### src/rtl/wb_arbiter.sv
// wb_arbiter
//   Write-back arbiter for the register-file write port. The single-cycle ALU
//   path always has priority and is never buffered. Long-latency (LSU/MUL)
//   results arrive through a valid/ready handshake and wait in a small
//   in-order FIFO until the ALU leaves the port free. A pending-destination
//   bitmap tracks in-flight long-latency writes so that issue logic can stall
//   on RAW hazards.
//
// Ports
//   clk, rst_n               clock; synchronous active-low reset
//   alu_valid/alu_rd/alu_data  ALU result (no back-pressure)
//   lsu_valid/lsu_ready       long-latency handshake
//   lsu_rd/lsu_data           long-latency result
//   pend_set/pend_rd          issue stage dispatched a long-latency op to pend_rd
//   pending                   bit i set while a long-latency write to x(i) is outstanding
//   fifo_count                current LSU FIFO occupancy
//   rd_we/rd/rd_data          registered register-file write port
module wb_arbiter #(
  parameter int XLEN  = 64,
  parameter int DEPTH = 2
) (
  input  logic                     clk,
  input  logic                     rst_n,
  input  logic                     alu_valid,
  input  logic [4:0]               alu_rd,
  input  logic [XLEN-1:0]          alu_data,
  input  logic                     lsu_valid,
  output logic                     lsu_ready,
  input  logic [4:0]               lsu_rd,
  input  logic [XLEN-1:0]          lsu_data,
  input  logic                     pend_set,
  input  logic [4:0]               pend_rd,
  output logic [31:0]              pending,
  output logic [$clog2(DEPTH):0]   fifo_count,
  output logic                     rd_we,
  output logic [4:0]               rd,
  output logic [XLEN-1:0]          rd_data
);

  localparam int PTR_W = $clog2(DEPTH);
  localparam int CNT_W = PTR_W + 1;
  localparam logic [CNT_W-1:0] DEPTH_CNT = CNT_W'(DEPTH);

  typedef struct packed {
    logic [4:0]      rd;
    logic [XLEN-1:0] data;
  } entry_t;

  entry_t            mem_q [DEPTH];
  entry_t            mem_d [DEPTH];
  logic [PTR_W-1:0]  wr_ptr_q, wr_ptr_d;
  logic [PTR_W-1:0]  rd_ptr_q, rd_ptr_d;
  logic [CNT_W-1:0]  count_q, count_d;
  logic [31:0]       pending_q, pending_d;
  logic              rd_we_q, rd_we_d;
  logic [4:0]        rd_q, rd_d;
  logic [XLEN-1:0]   rd_data_q, rd_data_d;

  entry_t            head;
  logic              push;
  logic              pop;

  // Ready depends only on registered occupancy: a pop in the same cycle does
  // not free a slot for a push until the next cycle.
  assign lsu_ready = (count_q < DEPTH_CNT);
  assign push      = lsu_valid & lsu_ready;
  assign head      = mem_q[rd_ptr_q];
  // The FIFO only drains in cycles the ALU leaves the port idle.
  assign pop       = ~alu_valid & (count_q != '0);

  // FIFO bookkeeping: pointers wrap naturally because DEPTH is a power of 2.
  always_comb begin
    mem_d    = mem_q;
    wr_ptr_d = wr_ptr_q;
    rd_ptr_d = rd_ptr_q;
    count_d  = count_q;
    if (push) begin
      mem_d[wr_ptr_q] = '{rd: lsu_rd, data: lsu_data};
      wr_ptr_d        = wr_ptr_q + 1'b1;
    end
    if (pop) begin
      rd_ptr_d = rd_ptr_q + 1'b1;
    end
    case ({push, pop})
      2'b10:   count_d = count_q + CNT_W'(1);
      2'b01:   count_d = count_q - CNT_W'(1);
      default: count_d = count_q;
    endcase
  end

  // Source selection into the output register. A selected result with rd=0
  // is still consumed, but never raises the write enable. With nothing
  // selected the address/data registers simply hold.
  always_comb begin
    rd_we_d   = 1'b0;
    rd_d      = rd_q;
    rd_data_d = rd_data_q;
    if (alu_valid) begin
      rd_we_d   = (alu_rd != 5'd0);
      rd_d      = alu_rd;
      rd_data_d = alu_data;
    end else if (pop) begin
      rd_we_d   = (head.rd != 5'd0);
      rd_d      = head.rd;
      rd_data_d = head.data;
    end
  end

  // Pending bitmap: clear is applied before set so that a new dispatch to
  // the same register on the retiring edge keeps the bit set. x0 never pends.
  always_comb begin
    pending_d = pending_q;
    if (pop && (head.rd != 5'd0)) begin
      pending_d[head.rd] = 1'b0;
    end
    if (pend_set && (pend_rd != 5'd0)) begin
      pending_d[pend_rd] = 1'b1;
    end
    pending_d[0] = 1'b0;
  end

  // State registers; reset drops every in-flight result.
  always_ff @(posedge clk) begin
    if (!rst_n) begin
      for (int i = 0; i < DEPTH; i++) begin
        mem_q[i] <= '0;
      end
      wr_ptr_q  <= '0;
      rd_ptr_q  <= '0;
      count_q   <= '0;
      pending_q <= '0;
      rd_we_q   <= 1'b0;
      rd_q      <= '0;
      rd_data_q <= '0;
    end else begin
      for (int i = 0; i < DEPTH; i++) begin
        mem_q[i] <= mem_d[i];
      end
      wr_ptr_q  <= wr_ptr_d;
      rd_ptr_q  <= rd_ptr_d;
      count_q   <= count_d;
      pending_q <= pending_d;
      rd_we_q   <= rd_we_d;
      rd_q      <= rd_d;
      rd_data_q <= rd_data_d;
    end
  end

  assign pending    = pending_q;
  assign fifo_count = count_q;
  assign rd_we      = rd_we_q;
  assign rd         = rd_q;
  assign rd_data    = rd_data_q;

endmodule

### config.mk
export PLATFORM = sky130hd
export DESIGN_NAME = wb_arbiter
export DESIGN_NICKNAME = d
export VERILOG_FILES = /design/src/rtl/wb_arbiter.sv
export SDC_FILE = /design/constraint.sdc
export NUM_CORES = 1
export LEC_CHECK = 0
export ABC_AREA = 1
export CAP_MARGIN = 25
export CORE_MARGIN = 8
export CORE_UTILIZATION = 35
export CTS_BUF_LIST = sky130_fd_sc_hd__clkbuf_4 sky130_fd_sc_hd__clkbuf_8 sky130_fd_sc_hd__clkbuf_16
export CTS_CLUSTER_DIAMETER = 200
export DETAILED_ROUTE_END_ITERATION = 6
export HOLD_SLACK_MARGIN = 0.15
export PLACE_DENSITY_LB_ADDON = 0.05
export SYNTH_ARGS = -nofsm -noshare
export SYNTH_HDL_FRONTEND = slang
export SYNTH_SLANG_ARGS = --single-unit
### constraint.sdc
create_clock -name clk -period 2.2 [get_ports clk]
set_input_delay 0.66 -clock clk [delete_from_list [all_inputs] [get_ports clk]]
set_output_delay 0.66 -clock clk [all_outputs]
set_load 0.02 [all_outputs]
==> flow_summary.toml, run 1 <==
[logic_synthesis]
synth-seq-cells = 243
ys_warn_count = 0
yosysSeqAreaShare_pct = 47.8
syn_avg_cell_area_um2 = 7.47
synthCells = 1362
synthesis.area_um2 = 10200
ys_types = 26
syn_nets = 1511

[timing]
fmax_ghz = 0.463
skew_ns = 0.0176
rsz0062_at_grt = "false"
hold_viol_final = 0
whs_ns = 0.440
slew_headroom_pct = 57.9
report.final.slew_viol_count = 0
worst_pin_slew_ns = 0.632
period_minus_slack_ns = 2.16
timing.final.crit_share_pct = 98.3
setup_viol = 0
setup_slack_ns = 0.0383
setup_tns_ns = 0

[placed_design]
dp.cells = 1936
gp_congestion = 0.760
port_buffers = 251
post-place-ws_ns = 0.0676
hpwl_um = 21800

[power]
p_seq_share_pct = 36.8
p_sw_mw = 5.00
clkPwrFrac_pct = 32.8
p_leak_nw = 5.69
power.density_nw_per_um2 = 1050
ir_drop_mv = 0.570
share_comb_of_total_power_pct = 30.5
swShare_pct = 33.4
intPower_mw = 9.96

[drt]
firstDrtPassIters = 5
viasPerCell = 4.88
ant_nets = 0
vias = 9714
wl_per_cell_um = 16.4
drc = 0
drt_iter0_drc = 573
routed_wl_um = 32700

[critical_path]
critPathCaptureType = "output port"
critPathKind = "flop to output port"
worst-path-stages = 1
reg2reg_to = "pending[22]"
critPathRequiredTime_ns = 1.54
crit_fanout = 2
worstRegToRegCells = 9
cp_top_family = "buffers and inverters"
startpoint = "rd[4]"
slowest_stage = "clkdlybuf4s50_1"
cp.buffers_inverters = 1
cp.arrival_ns = 1.50
path_cells = "clkdlybuf4s50_1"
timing.rr.start = "rd_ptr_q"
rrSetupSlack_ns = 0.62
cp-start-kind = "flop"
max_stage_delay_ns = 0.62
endpoint = "rd[4]"

[finish]
utilization_pct = 49.6
multi_input_area_um2 = 4270
fillCellCount = 2833
syn_to_final_growth_pct = 39.7
fin_nets = 1732
seq_area_um2 = 4870
layout-drive-gt1-share_pct = 8.35
n_antenna_cell = 0
instances_no_fill = 1989

[cts]
cts_buffer_depth = 3
root_buffer = "clkbuf_16"
cts-htree-levels = 1
clkLatencyLatePin_ns = 0.54
clock-sinks = 243
cts_inserted_buffers = 29
cts_setup_buffers = 0
cts_tree = "yes"
clk_pin_slew_ns = 0.06

[floorplanning]
initial_core_util_pct = 35.5
core_um2 = 28600
die_h_um = 186
ioPinCount = 253
die-area_um2 = 34800
num_rows = 62
die_x_um = 186

[global_routing]
antenna_found_initial = 8
grt_pass1_wl_um = 51800
first_global_vias = 9192
overflow = 0
grt_max_degree = 116
grtUsageTotal_pct = 17.9

[job]
max_cap_violations = 0

[hold_path]
min-delay-start = "mem_q[86]"
hold_path_class = "flop to flop"

[run_status]
outcome = "finished, final reports clean"
[flip-flops by register name (all words and copies together) (netlist names)]
signal	cells
fifo_count	2
mem_q	138
pending	31
rd	5
rd_data	64
rd_ptr_q	1
rd_we	1
wr_ptr_q	1
[kinds of logic (layout without fill, tap and decap cells)]
family,count (synthesis),count (layout),synth area share (%)
flip-flops,243,243,47.8
other,1,1,0.0369
AO/OA/AOI/OAI,515,515,27.9
XOR/XNOR,1,1,0.0861
buffers and inverters,253,496,10.4
AND/OR/NAND/NOR,348,348,13.7
adder cells (fa/ha/maj),1,1,0.123
[cell usage after synthesis]
cell type  number  area share (%)
o21ai_0       172             8.5
buf_2          36             1.8
nand2_2         7            0.43
nor2_2          2            0.12
buf_6           5            0.55
nand2_1       231             8.5
a21oi_1       207              10
o211ai_1       64             4.7
a221oi_1        2            0.17
a31oi_1        13            0.80
nor3_1         10            0.49
xor2_1          1           0.086
buf_1           2           0.074
ha_1            1            0.12
clkbuf_1       53             2.0
inv_4           1           0.062
nor2_1         67             2.5
o21ai_1        38             1.9
nand3_1        29             1.4
nor2_4          2            0.22
buf_4           5            0.37
conb_1          1           0.037
a21oi_2        19             1.6
inv_1         146             5.4
dfxtp_1       243              48
inv_2           5            0.18
[power by group through the flow]
stage,combinational [mW],sequential (mW),clock (mW)
finish,4.56,5.50,4.90
floorplan,2.45,5.89,0
detailed placement,4.64,5.60,0
CTS,4.63,5.51,5.04
global placement,4.62,5.58,0
global route,5.06,5.59,5.23
[placed cells by master, fill, tap and decap left out, types with 2 or more instances in the layout]
master,n
dfxtp_1,242
nand2_1,231
clkdlybuf4s50_1,214
a21oi_1,207
o21ai_0,172
inv_1,145
nor2_1,67
o211ai_1,64
o21ai_1,38
clkbuf_16,30
nand3_1,28
buf_4,27
a21oi_2,19
dlygate4sd2_1,19
dlymetal6s2s_1,16
buf_12,15
a31oi_1,13
clkbuf_8,12
nor3_1,10
nand2_2,7
clkinv_2,7
inv_2,5
nor2_4,3
clkbuf_4,3
inv_4,2
a221oi_1,2
[area by class of cell]
class / count / share of cell area, %
Clock inverter: 8 / 0.458
Timing Repair Buffer: 291 / 21.2
Multi-Input combinational cell: 866 / 30.0
Inverter: 152 / 4.05
Tap cell: 384 / 3.38
Sequential cell: 243 / 34.3
Clock buffer: 45 / 6.61
[layer usage]
layer | wire (um) | global-route usage (%) | part of all wire, % | vias to the layer above
met1 | 15500 | 24.2 | 47 | 4417
met4 | 517 | 3.36 | 1.6 | 16
met5 | 104 | 0 | 0.32 | -
met3 | 2070 | 4.92 | 6.3 | 55
met2 | 14500 | 28.5 | 44 | 256
li1 | - | - | - | 4970
[per-stage QoR]
step | instance area (um^2) | power [mW]
6_report | 14200 | 15.0
5_1_grt | 14200 | 15.9
4_1_cts | 14200 | 15.2
3_5_place_dp | 13200 | 10.2
3_3_place_gp | 13200 | 10.2
2_1_floorplan | 10200 | 8.34
[repair_timing]
item,CTS,global route
hold buffers,0,0
pin swaps,0,0
hold endpoints to repair,0,0
setup endpoints to repair,19,16
gates resized for setup,19,16
[worst min-delay path by stage]
stage | endpoint | slack, ns | cells past startpoint
2_1_floorplan | mem_q[105] | 0.42 | 2
3_3_place_gp | mem_q[124] | 0.43 | 2
3_5_place_dp | mem_q[116] | 0.43 | 2
4_1_cts | mem_q[116] | 0.44 | 2
5_1_grt | mem_q[87] | 0.45 | 2
6_report | mem_q[86] | 0.44 | 2
(Power assumes the default switching activity.)
==> run 2: changes to the inputs <==
--- a/config.mk
+++ b/config.mk
@@ -5,7 +5,7 @@
 export SDC_FILE = /design/constraint.sdc
 export NUM_CORES = 1
 export LEC_CHECK = 0
-export ABC_AREA = 1
+export ABC_AREA = 0
 export CAP_MARGIN = 25
 export CORE_MARGIN = 8
 export CORE_UTILIZATION = 35
==> constraint.sdc (replaced) <==
create_clock -name clk -period 1.95 [get_ports clk]
set_input_delay 0.585 -clock clk [delete_from_list [all_inputs] [get_ports clk]]
set_output_delay 0.585 -clock clk [all_outputs]
set_load 0.02 [all_outputs]
==> run 2 against run 1 <==
Compared with the run above: critical path depth up 1; hold slack worse by 0.056 ns; largest cell class is now multi-input gates; critical path type unchanged; combinational power grew 23%; cell area grew 2.7%; sequential power is 9.3% higher; clock skew down 0.011 ns; synthesized area rose by 3.6%.
==> flow_summary.toml, run 2 <==
[timing]
setup_viol = 0
hold_viol_final = 0
slew_headroom_pct = 57.7
timing.final.crit_share_pct = 97.5
skew_ns = 0.00618
setup_slack_ns = 0.0483
fmax_ghz = 0.526
report.final.slew_viol_count = 0
worst_pin_slew_ns = 0.633
period_minus_slack_ns = 1.90
rsz0062_at_grt = "false"
setup_tns_ns = 0
whs_ns = 0.384

[logic_synthesis]
ys_types = 39
yosysTopAreaCell = "dfxtp_1"
synthCells = 1228
synthMostInstantiatedCell = "nand2_1"
ys_warn_count = 0
syn_nets = 1377
synth-seq-cells = 243
synth_flop_cell = "dfxtp_1"
syn_avg_cell_area_um2 = 8.58
yosysSeqAreaShare_pct = 46.2
synth_edf_count = 0
synthesis.area_um2 = 10500
yosys-top-cells-count = "nand2_1 (357), dfxtp_1 (243), a21boi_0 (209), clkbuf_1 (77), nor2_1 (71)"
yosys.area.top_type_share_pct = 46.2
synthTopCellsByArea = "dfxtp_1 (46%), a21boi_0 (15%), nand2_1 (13%), mux2i_1 (6.6%), a211o_1 (5.7%)"
ys_async_sr_fraction_pct = 0

[power]
finalPower_mw = 17.2
ir_drop_mv = 0.671
power.density_nw_per_um2 = 1170
p_leak_nw = 5.72

[drt]
drt_iter0_drc = 521
drc = 0
ant_nets = 0
viasPerCell = 4.87
firstDrtPassIters = 6
vias = 9140
wl_per_cell_um = 16.9
routed_wl_um = 31600

[floorplanning]
die_h_um = 189
ioPinCount = 253
die_x_um = 189
num_rows = 63
die-area_um2 = 35900
core_um2 = 29600
initial_core_util_pct = 35.5

[critical_path]
cp-start-kind = "flop"
critPathKind = "flop to output port"
critPathRequiredTime_ns = 1.36
cp.arrival_ns = 1.32
crit_fanout = 7
critPathCaptureType = "output port"

[global_routing]
overflow = 0
grtUsageTotal_pct = 16.9
grt_max_degree = 104
first_global_vias = 9119
grt_pass1_wl_um = 50200
antenna_found_initial = 3

[finish]
fillCellCount = 2923
instances_no_fill = 1875
utilization_pct = 49.3
final_common_cell = "nand2_1"
syn_to_final_growth_pct = 38.6
fin_nets = 1610
layout_common_cells = "nand2_1 (357), dfxtp_1 (240), a21boi_0 (209)"
final_area_um2 = 14600
top_register = "mem_q"
largest_reg_flops = 138
layout-drive-gt1-share_pct = 8.50

[cts]
cts_tree = "yes"
cts_inserted_buffers = 29
clk_pin_slew_ns = 0.06
cts-htree-levels = 1
clock-sinks = 243
cts_buffer_depth = 3
clkLatencyLatePin_ns = 0.53
root_buffer = "clkbuf_16"
postCtsHoldBufs = 0

[placed_design]
gp_congestion = 0.780
post-place-ws_ns = -0.132
port_buffers = 251
dp.cells = 1820
place_area_um2 = 13700
hpwl_um = 21400

[job]
max_cap_violations = 0

[hold_path]
hold_path_class = "primary input to flop"

[run_status]
outcome = "finished, final reports clean"
run 2: area by class of cell:
| type | instances | area, um^2 | area share (%) |
|---|---|---|---|
| Multi-Input combinational cell | 884 | 5270 | 36.1 |
| Clock buffer | 47 | 953 | 6.53 |
| Timing Repair Buffer | 302 | 2950 | 20.2 |
| Sequential cell | 243 | 4870 | 33.4 |
| Clock inverter | 6 | 58.8 | 0.403 |
| Inverter | 1 | 3.75 | 0.0257 |
| Antenna cell | 2 | 5.00 | 0.0343 |
| Tap cell | 390 | 488 | 3.34 |
run 2: path summary, 6_finish.rpt:
check,from,end,slack (ns),cells past startpoint
worst min-delay path,rst_n,pending[2],0.38,3
worst max-delay path,fifo_count[1],lsu_ready,0.05,2
worst min register to register,mem_q[3],mem_q[3],0.46,2
worst max register to register,rd_ptr_q,pending[17],0.17,4
run 2: per-layer routing:
layer / global-route usage [%] / up-vias / share of wire [%]
met2: 28.1 / 199 / 46
li1: - / 4659 / -
met4: 3.58 / 4 / 1.3
met3: 4.47 / 37 / 6.7
met1: 21.8 / 4241 / 46
met5: 0 / - / 0.073
run 2: power breakdown:
group	total, mW	leakage [nW]	internal [mW]	switching [mW]
clock network	5.55	0.513	3.46	2.09
registers	6.01	1.99	5.64	0.371
logic	5.59	3.21	2.44	3.16
total	17.2	5.72	11.5	5.62
run 2: cells by family (layout without fill, tap and decap cells):
family / Yosys count / after routing / share of synthesized area, %
simple gates: 474 / 474 / 18.2
compound gates: 333 / 333 / 24.2
flops: 243 / 243 / 46.2
buf+inv: 101 / 356 / 4.07
mux: 72 / 72 / 6.88
xor+xnor: 3 / 3 / 0.250
fa+ha+maj: 1 / 1 / 0.119
other cells: 1 / 3 / 0.0356
run 2: repair_timing:
item	CTS	global route
resized for setup	111	3
cloned	0	0
endpoints found under the setup margin	104	10
setup buffers	0	0
run 2: worst max-delay path, cell delays in order (launching register included):
cell             delay (ns)
dfxtp_4                0.37
inv_1                  0.12
clkdlybuf4s15_2        0.30
